$ cat src/rtl/mem_wb_pipe_reg.sv
// mem_wb_pipe_reg: MEM->WB register with valid/ready handshake, one-entry skid, flush and stall counter
module mem_wb_pipe_reg #(
  parameter int DATA_W      = 32,
  parameter int RD_W        = 5,
  parameter int STALL_CNT_W = 16
) (
  input  logic                   Clk,
  input  logic                   Reset,
  input  logic                   Flush,
  input  logic                   InValid,
  output logic                   InReady,
  input  logic [DATA_W-1:0]      PCAddResult,
  input  logic [DATA_W-1:0]      MemReadData,
  input  logic [DATA_W-1:0]      ALUResult,
  input  logic [DATA_W-1:0]      BranchPCMemory,
  input  logic [RD_W-1:0]        RegRd,
  input  logic                   RegWrite,
  input  logic                   MemToReg,
  input  logic                   Jal,
  output logic                   OutValid,
  input  logic                   OutReady,
  output logic [DATA_W-1:0]      PCAddResultOut,
  output logic [DATA_W-1:0]      MemReadDataOut,
  output logic [DATA_W-1:0]      ALUResultOut,
  output logic [DATA_W-1:0]      BranchPCWrite,
  output logic [RD_W-1:0]        RegRdOut,
  output logic                   RegWriteOut,
  output logic                   MemToRegOut,
  output logic                   JalOut,
  output logic [DATA_W-1:0]      WBData,
  output logic [STALL_CNT_W-1:0] StallCount
);
  localparam int P = 4*DATA_W + RD_W + 3;
  logic [P-1:0] main_q, skid_q, in_d;
  logic main_valid, skid_valid, in_fire, out_fire;
  assign in_d     = {PCAddResult, MemReadData, ALUResult, BranchPCMemory, RegRd, RegWrite, MemToReg, Jal};
  assign InReady  = !skid_valid;
  assign OutValid = main_valid;
  assign in_fire  = InValid & InReady;
  assign out_fire = main_valid & OutReady;
  assign {PCAddResultOut, MemReadDataOut, ALUResultOut, BranchPCWrite, RegRdOut} = main_q[P-1:3];
  assign RegWriteOut = main_valid & main_q[2];
  assign MemToRegOut = main_valid & main_q[1];
  assign JalOut      = main_valid & main_q[0];
  assign WBData = JalOut ? PCAddResultOut : MemToRegOut ? MemReadDataOut : ALUResultOut;
  always_ff @(posedge Clk or posedge Reset) begin
    if (Reset) begin
      main_q     <= '0;
      skid_q     <= '0;
      main_valid <= 1'b0;
      skid_valid <= 1'b0;
      StallCount <= '0;
    end else begin
      if (main_valid && !OutReady && !(&StallCount))
        StallCount <= StallCount + 1'b1;
      if (Flush) begin
        main_valid <= 1'b0;
        skid_valid <= 1'b0;
      end else if (!main_valid || out_fire) begin
        if (skid_valid) begin
          main_q     <= skid_q;
          main_valid <= 1'b1;
          skid_valid <= in_fire;
          if (in_fire) skid_q <= in_d;
        end else begin
          main_valid <= in_fire;
          if (in_fire) main_q <= in_d;
        end
      end else if (in_fire) begin
        skid_q     <= in_d;
        skid_valid <= 1'b1;
      end
    end
  end
endmodule

$ cat config.mk
export PLATFORM = sky130hd
export DESIGN_NAME = mem_wb_pipe_reg
export DESIGN_NICKNAME = d
export VERILOG_FILES = /design/src/rtl/mem_wb_pipe_reg.sv
export SDC_FILE = /design/constraint.sdc
export NUM_CORES = 1
export LEC_CHECK = 0
export CORE_MARGIN = 5
export CORE_UTILIZATION = 50
export CTS_BUF_LIST = sky130_fd_sc_hd__clkbuf_4
export CTS_CLUSTER_SIZE = 14
export DETAILED_ROUTE_END_ITERATION = 10
export PLACE_DENSITY = 0.89
export SLEW_MARGIN = 20
export SYNTH_ARGS = -nofsm -noshare
export SYNTH_HDL_FRONTEND = slang
export SYNTH_SLANG_ARGS = --single-unit
$ cat constraint.sdc
create_clock -name Clk -period 11.1 [get_ports Clk]
set_input_delay 1.11 -clock Clk [delete_from_list [all_inputs] [get_ports Clk]]
set_output_delay 1.11 -clock Clk [all_outputs]
set_load 0.1 [all_outputs]
== Word level (Yosys, flattened, before mapping) ==
Index checks and enable logic that the tools add are counted.
Widths: inputs -> output; s select.

* Memories: 0
* Memory bits (writable): 0
* Output and inout port bits: 186
* Word-level logic and storage cells: 40
* Input bits: 141
* Latch bits: 0
* Memory bits (read-only): 0
* Register bits after elaboration: 290

* Eq/ne operators: 1
* $lt $le $gt $ge: 0
* Reduce and logical (&&, ||, !) cells: 13
* Shift-type cells: 0
* Mux-type cells: 14
* Bitwise logic cells: 6
* Add/subtract/negate cells: 1
* Divide/modulo/power cells: 0
* Multiply operators: 0

{| class="wikitable"
|+ Operators with widths
! cell !! number
|-
| $mux 136 || 5
|-
| $mux 32 || 2
|-
| $add 16x1->16 const B || 1
|-
| $reduce_and 16->1 || 1
|-
| $mux 1 || 7
|-
| $and 1x1->1 || 5
|-
| $logic_not 1->1 || 4
|-
| $reduce_bool 2->1 || 2
|-
| $reduce_and 3->1 || 1
|-
| $reduce_bool 3->1 || 1
|-
| $logic_and 1x1->1 || 2
|-
| $ne 2x2->1 const B || 1
|-
| $reduce_and 2->1 || 1
|-
| $logic_or 1x1->1 || 1
|-
| $not 1->1 || 1
|}

== Logic depth before layout (Yosys ltp) ==
* Depth after elaboration: 5
* Mapped depth: 7

== Worst setup path before layout ==
No wires, ideal clock.

* Path type: reg-to-output
* From: register main_valid, in the netlist OutValid
* To: output WBData[10]
* Required time: 9.990 ns
* Arrival time: 3.824 ns
* Cell stages (with the launch flop): 5
* Path buffers: 1
* Slack: 6.166 ns
* Cells stage by stage: dfrtp_1 -> nand2_1 -> buf_2 -> mux2i_1 -> o21ai_0

* Longest elaborated chain between the ends: 3

{| class="wikitable"
|+ RTL lines
! what !! RTL line !! RTL
|-
| start, declared || 35 || <nowiki>logic main_valid, skid_valid, in_fire, out_fire;</nowiki>
|-
| start signal, assigned || 66 || <nowiki>main_valid <= in_fire;</nowiki>
|-
| $and 1x1->1 || 43 || <nowiki>assign MemToRegOut = main_valid & main_q[1];</nowiki>
|-
| $mux 32 || 45 || <nowiki>assign WBData = JalOut ? PCAddResultOut : MemToRegOut ? MemReadDataOut : ALUResultOut;</nowiki>
|-
| $mux 32 * || 45 ||
|-
| end, declared || 30 || <nowiki>output logic [DATA_W-1:0] WBData,</nowiki>
|}

Mark *: on every way between the ends. The rest lies on a longest branch, timed or not.

== Worst setup path after layout ==
* From: register main_valid, in the netlist OutValid
* To: output WBData[20]

Same word-level chain as after synthesis.

==> flow_summary.json <==
{
  "cts_root_buf": "clkbuf_4",
  "final_design_area_no_fill_mm2": 0.0173,
  "leakagePower_nw": 7.39,
  "synth_seq_cells": 290,
  "synthAdderAreaFrac_pct": 0.0899,
  "crit_end": "WBData[20]",
  "grt_pass1_wl_mm": 54.6,
  "tightest_slew_ns": 1.07,
  "synth_top_family_by_area": "multiplexers",
  "preCtsSetupSlack_ns": 7.04,
  "fp.coreArea_mm2": 0.0276,
  "syn_nets": 1346,
  "muxShareOfSynthArea_pct": 24.6,
  "start_util_pct": 50.4,
  "cts_tree": "built",
  "drc": 0,
  "fin_crit_ns": 4.36,
  "antenna_found_initial": 3,
  "nNetsFinal": 1558,
  "cp.depth": 4,
  "cts.path.max_buffers": 3,
  "dieWidth_um": 177,
  "slew_violations": 0,
  "r2r_setup_slack_ns": 8.06,
  "cts_max_level": 3,
  "cp_max_fo": 33,
  "seq_area_frac_synth_pct": 52.2,
  "min_period_over_period_pct": 39.3,
  "maxCapViolCount": 0,
  "yosys.cell_types.count": 32,
  "critPathTopFamily": "buffers and inverters",
  "synth_xor_area_share_pct": 0.441,
  "port_buffers": 326,
  "synth_top_area_cell": "dfrtp_1",
  "hpwlAfterDp_mm": 23.2,
  "async_reset_ff_share_pct": 100,
  "skew_ns": 0.0357,
  "synth-simple-area-share_pct": 6.29,
  "avgRoutedWirePerCell_um": 18.7,
  "hold_violations": 0,
  "io_pins": 327,
  "yosys-top-cells-count": "dfrtp_1 (290), mux2i_1 (169), nor2_1 (141)",
  "synth-edff-count": 0,
  "startpoint": "OutValid",
  "cp_data_arrival_time_ns": 3.25,
  "syn_inst": 1204,
  "path_cells": "nand2_4 > mux2i_1 > o21ai_0 > clkdlybuf4s50_1",
  "gp_congestion": 0.828,
  "die_y_um": 177,
  "die_area_mm2": 0.0313,
  "hold_path_class": "flop to flop",
  "fillerInstances": 2148,
  "synth_ff_type": "dfrtp_1",
  "ys_warn_count": 0,
  "fin_util_pct": 62.8,
  "cp_data_required_time_ns": 9.99,
  "end_kind": "output pin",
  "slowest_stage": "clkdlybuf4s50_1",
  "clk_pin_slew_ns": 0.06,
  "path_buf_inv": 1,
  "first_global_vias": 10180,
  "synth-compound-area-share_pct": 6.55,
  "status": "completed",
  "cts_hold_buf": 0,
  "placed_cell_area_mm2": 0.0164,
  "grt_use_total_pct": 21.8,
  "layout_setup_ws_ns": 6.74,
  "clk_latency_ns": 0.64,
  "overflow": 0,
  "firstDrtPassIters": 4,
  "cts_buffers": 77,
  "synthTopCellsByArea": "dfrtp_1 (52%), mux2i_1 (12%), mux2_2 (8.0%)",
  "yosysMostFrequentCell": "dfrtp_1",
  "totalWireLength_mm": 34.4,
  "r2r_cells": 5,
  "crit_type": "flop to output pin",
  "vias": 9681,
  "synth_top_area_share_pct": 52.2,
  "drtAntennaViolNets": 0,
  "drt-vias-per-instance": 5.25,
  "ir_worst_vdd_uv": 231,
  "rsz0062_at_grt": "no",
  "drive_gt1_share_pct": 18.6,
  "r2r-end": "main_q[94]",
  "syn_area_mm2": 0.0139,
  "fin_tns_setup_ns": 0,
  "drt_iter0_drc": 478,
  "cp-start-kind": "flop",
  "cts_setup_buffers": 0,
  "cts.sinks": 290,
  "fmax_ghz": 0.229,
  "syn_to_final_growth_pct": 24.7,
  "max_stage_delay_ns": 1.18,
  "cts_resized": 0,
  "pwr_density_cell_mw_per_mm2": 225,
  "syn_avg_cell_area_um2": 11.6,
  "relSlewSlack_pct": 28.1,
  "rows": 61,
  "grt_max_degree": 141,
  "r2r-start": "skid_valid",
  "final-setup-viol-count": 0
}
-- worst reg2reg max path, cell delays in order (launching register included) --
cell and delay, ns:
dfrtp_4 0.91, nor2_1 0.20, nor3_2 0.19, buf_4 0.53, buf_4 0.83, a21oi_1 0.21
-- report_power, final --
group	internal (W)	switching (W)	leakage (nW)
Clock	0.000488	0.000419	0.555
Combinational	0.000437	0.00112	3.45
Sequential	0.00128	0.000165	3.39
-- how the worst min path moves through the flow --
stage | from | to | depth (start not counted)
6_report | skid_q[72] | skid_q[72] | 1
5_1_grt | skid_q[61] | skid_q[61] | 1
4_1_cts | skid_q[107] | skid_q[107] | 1
3_5_place_dp | skid_q[107] | skid_q[107] | 1
3_3_place_gp | skid_q[35] | skid_q[35] | 1
2_1_floorplan | skid_q[103] | skid_q[103] | 1
-- kinds of logic after synthesis --
| group | count (synthesis) |
|---|---|
| xor+xnor | 7 |
| fa+ha+maj | 1 |
| simple gates | 208 |
| mux | 309 |
| buf+inv | 209 |
| flops | 290 |
| compound gates | 180 |
-- routing by layer --
layer	vias to the layer above	wire, um	GRT usage [%]
li1	4497	-	-
met1	4764	14400	28.1
met2	343	16500	35.2
met3	75	2440	6.77
met4	2	1050	7.64
met5	-	13	0
-- per-stage QoR --
stage	cells	hold WS (ns)	total power, W
after floorplan	1204	0.479	0.00273
after global placement	1715	0.486	0.00298
after detailed placement	1715	0.493	0.00302
after CTS	1841	0.507	0.00395
after global routing	1844	0.511	0.00409
final	1844	0.503	0.00391
-- sequential cells by signal, indices dropped and copies added (netlist names) --
name        cells
main_q        136
skid_q        136
StallCount     16
OutValid        1
skid_valid      1
-- layout by cell type (no fill, tap or decap), types with 7 or more instances in the layout --
cell | synthesis | layout
a21oi_1 | 140 | 140
buf_4 | 133 | 9
clkbuf_4 | 0 | 107
clkdlybuf4s50_1 | 0 | 326
clkinv_1 | 0 | 14
dfrtp_1 | 290 | 289
mux2_2 | 99 | 99
mux2_4 | 40 | 40
mux2i_1 | 169 | 169
nand2_1 | 37 | 36
nor2_1 | 141 | 141
nor3_1 | 8 | 7
o21ai_0 | 34 | 34
-- cell type report --
type	instances	area [um2]	area share, %
Clock buffer	107	803	4.63
Sequential cell	290	7260	41.9
Clock inverter	19	125	0.721
Timing Repair Buffer	336	3340	19.3
Antenna cell	3	7.51	0.0433
Tap cell	378	473	2.73
Multi-Input combinational cell	705	5310	30.6
Inverter	6	30.0	0.173
Note: power is estimated with default switching activity, not from simulation.
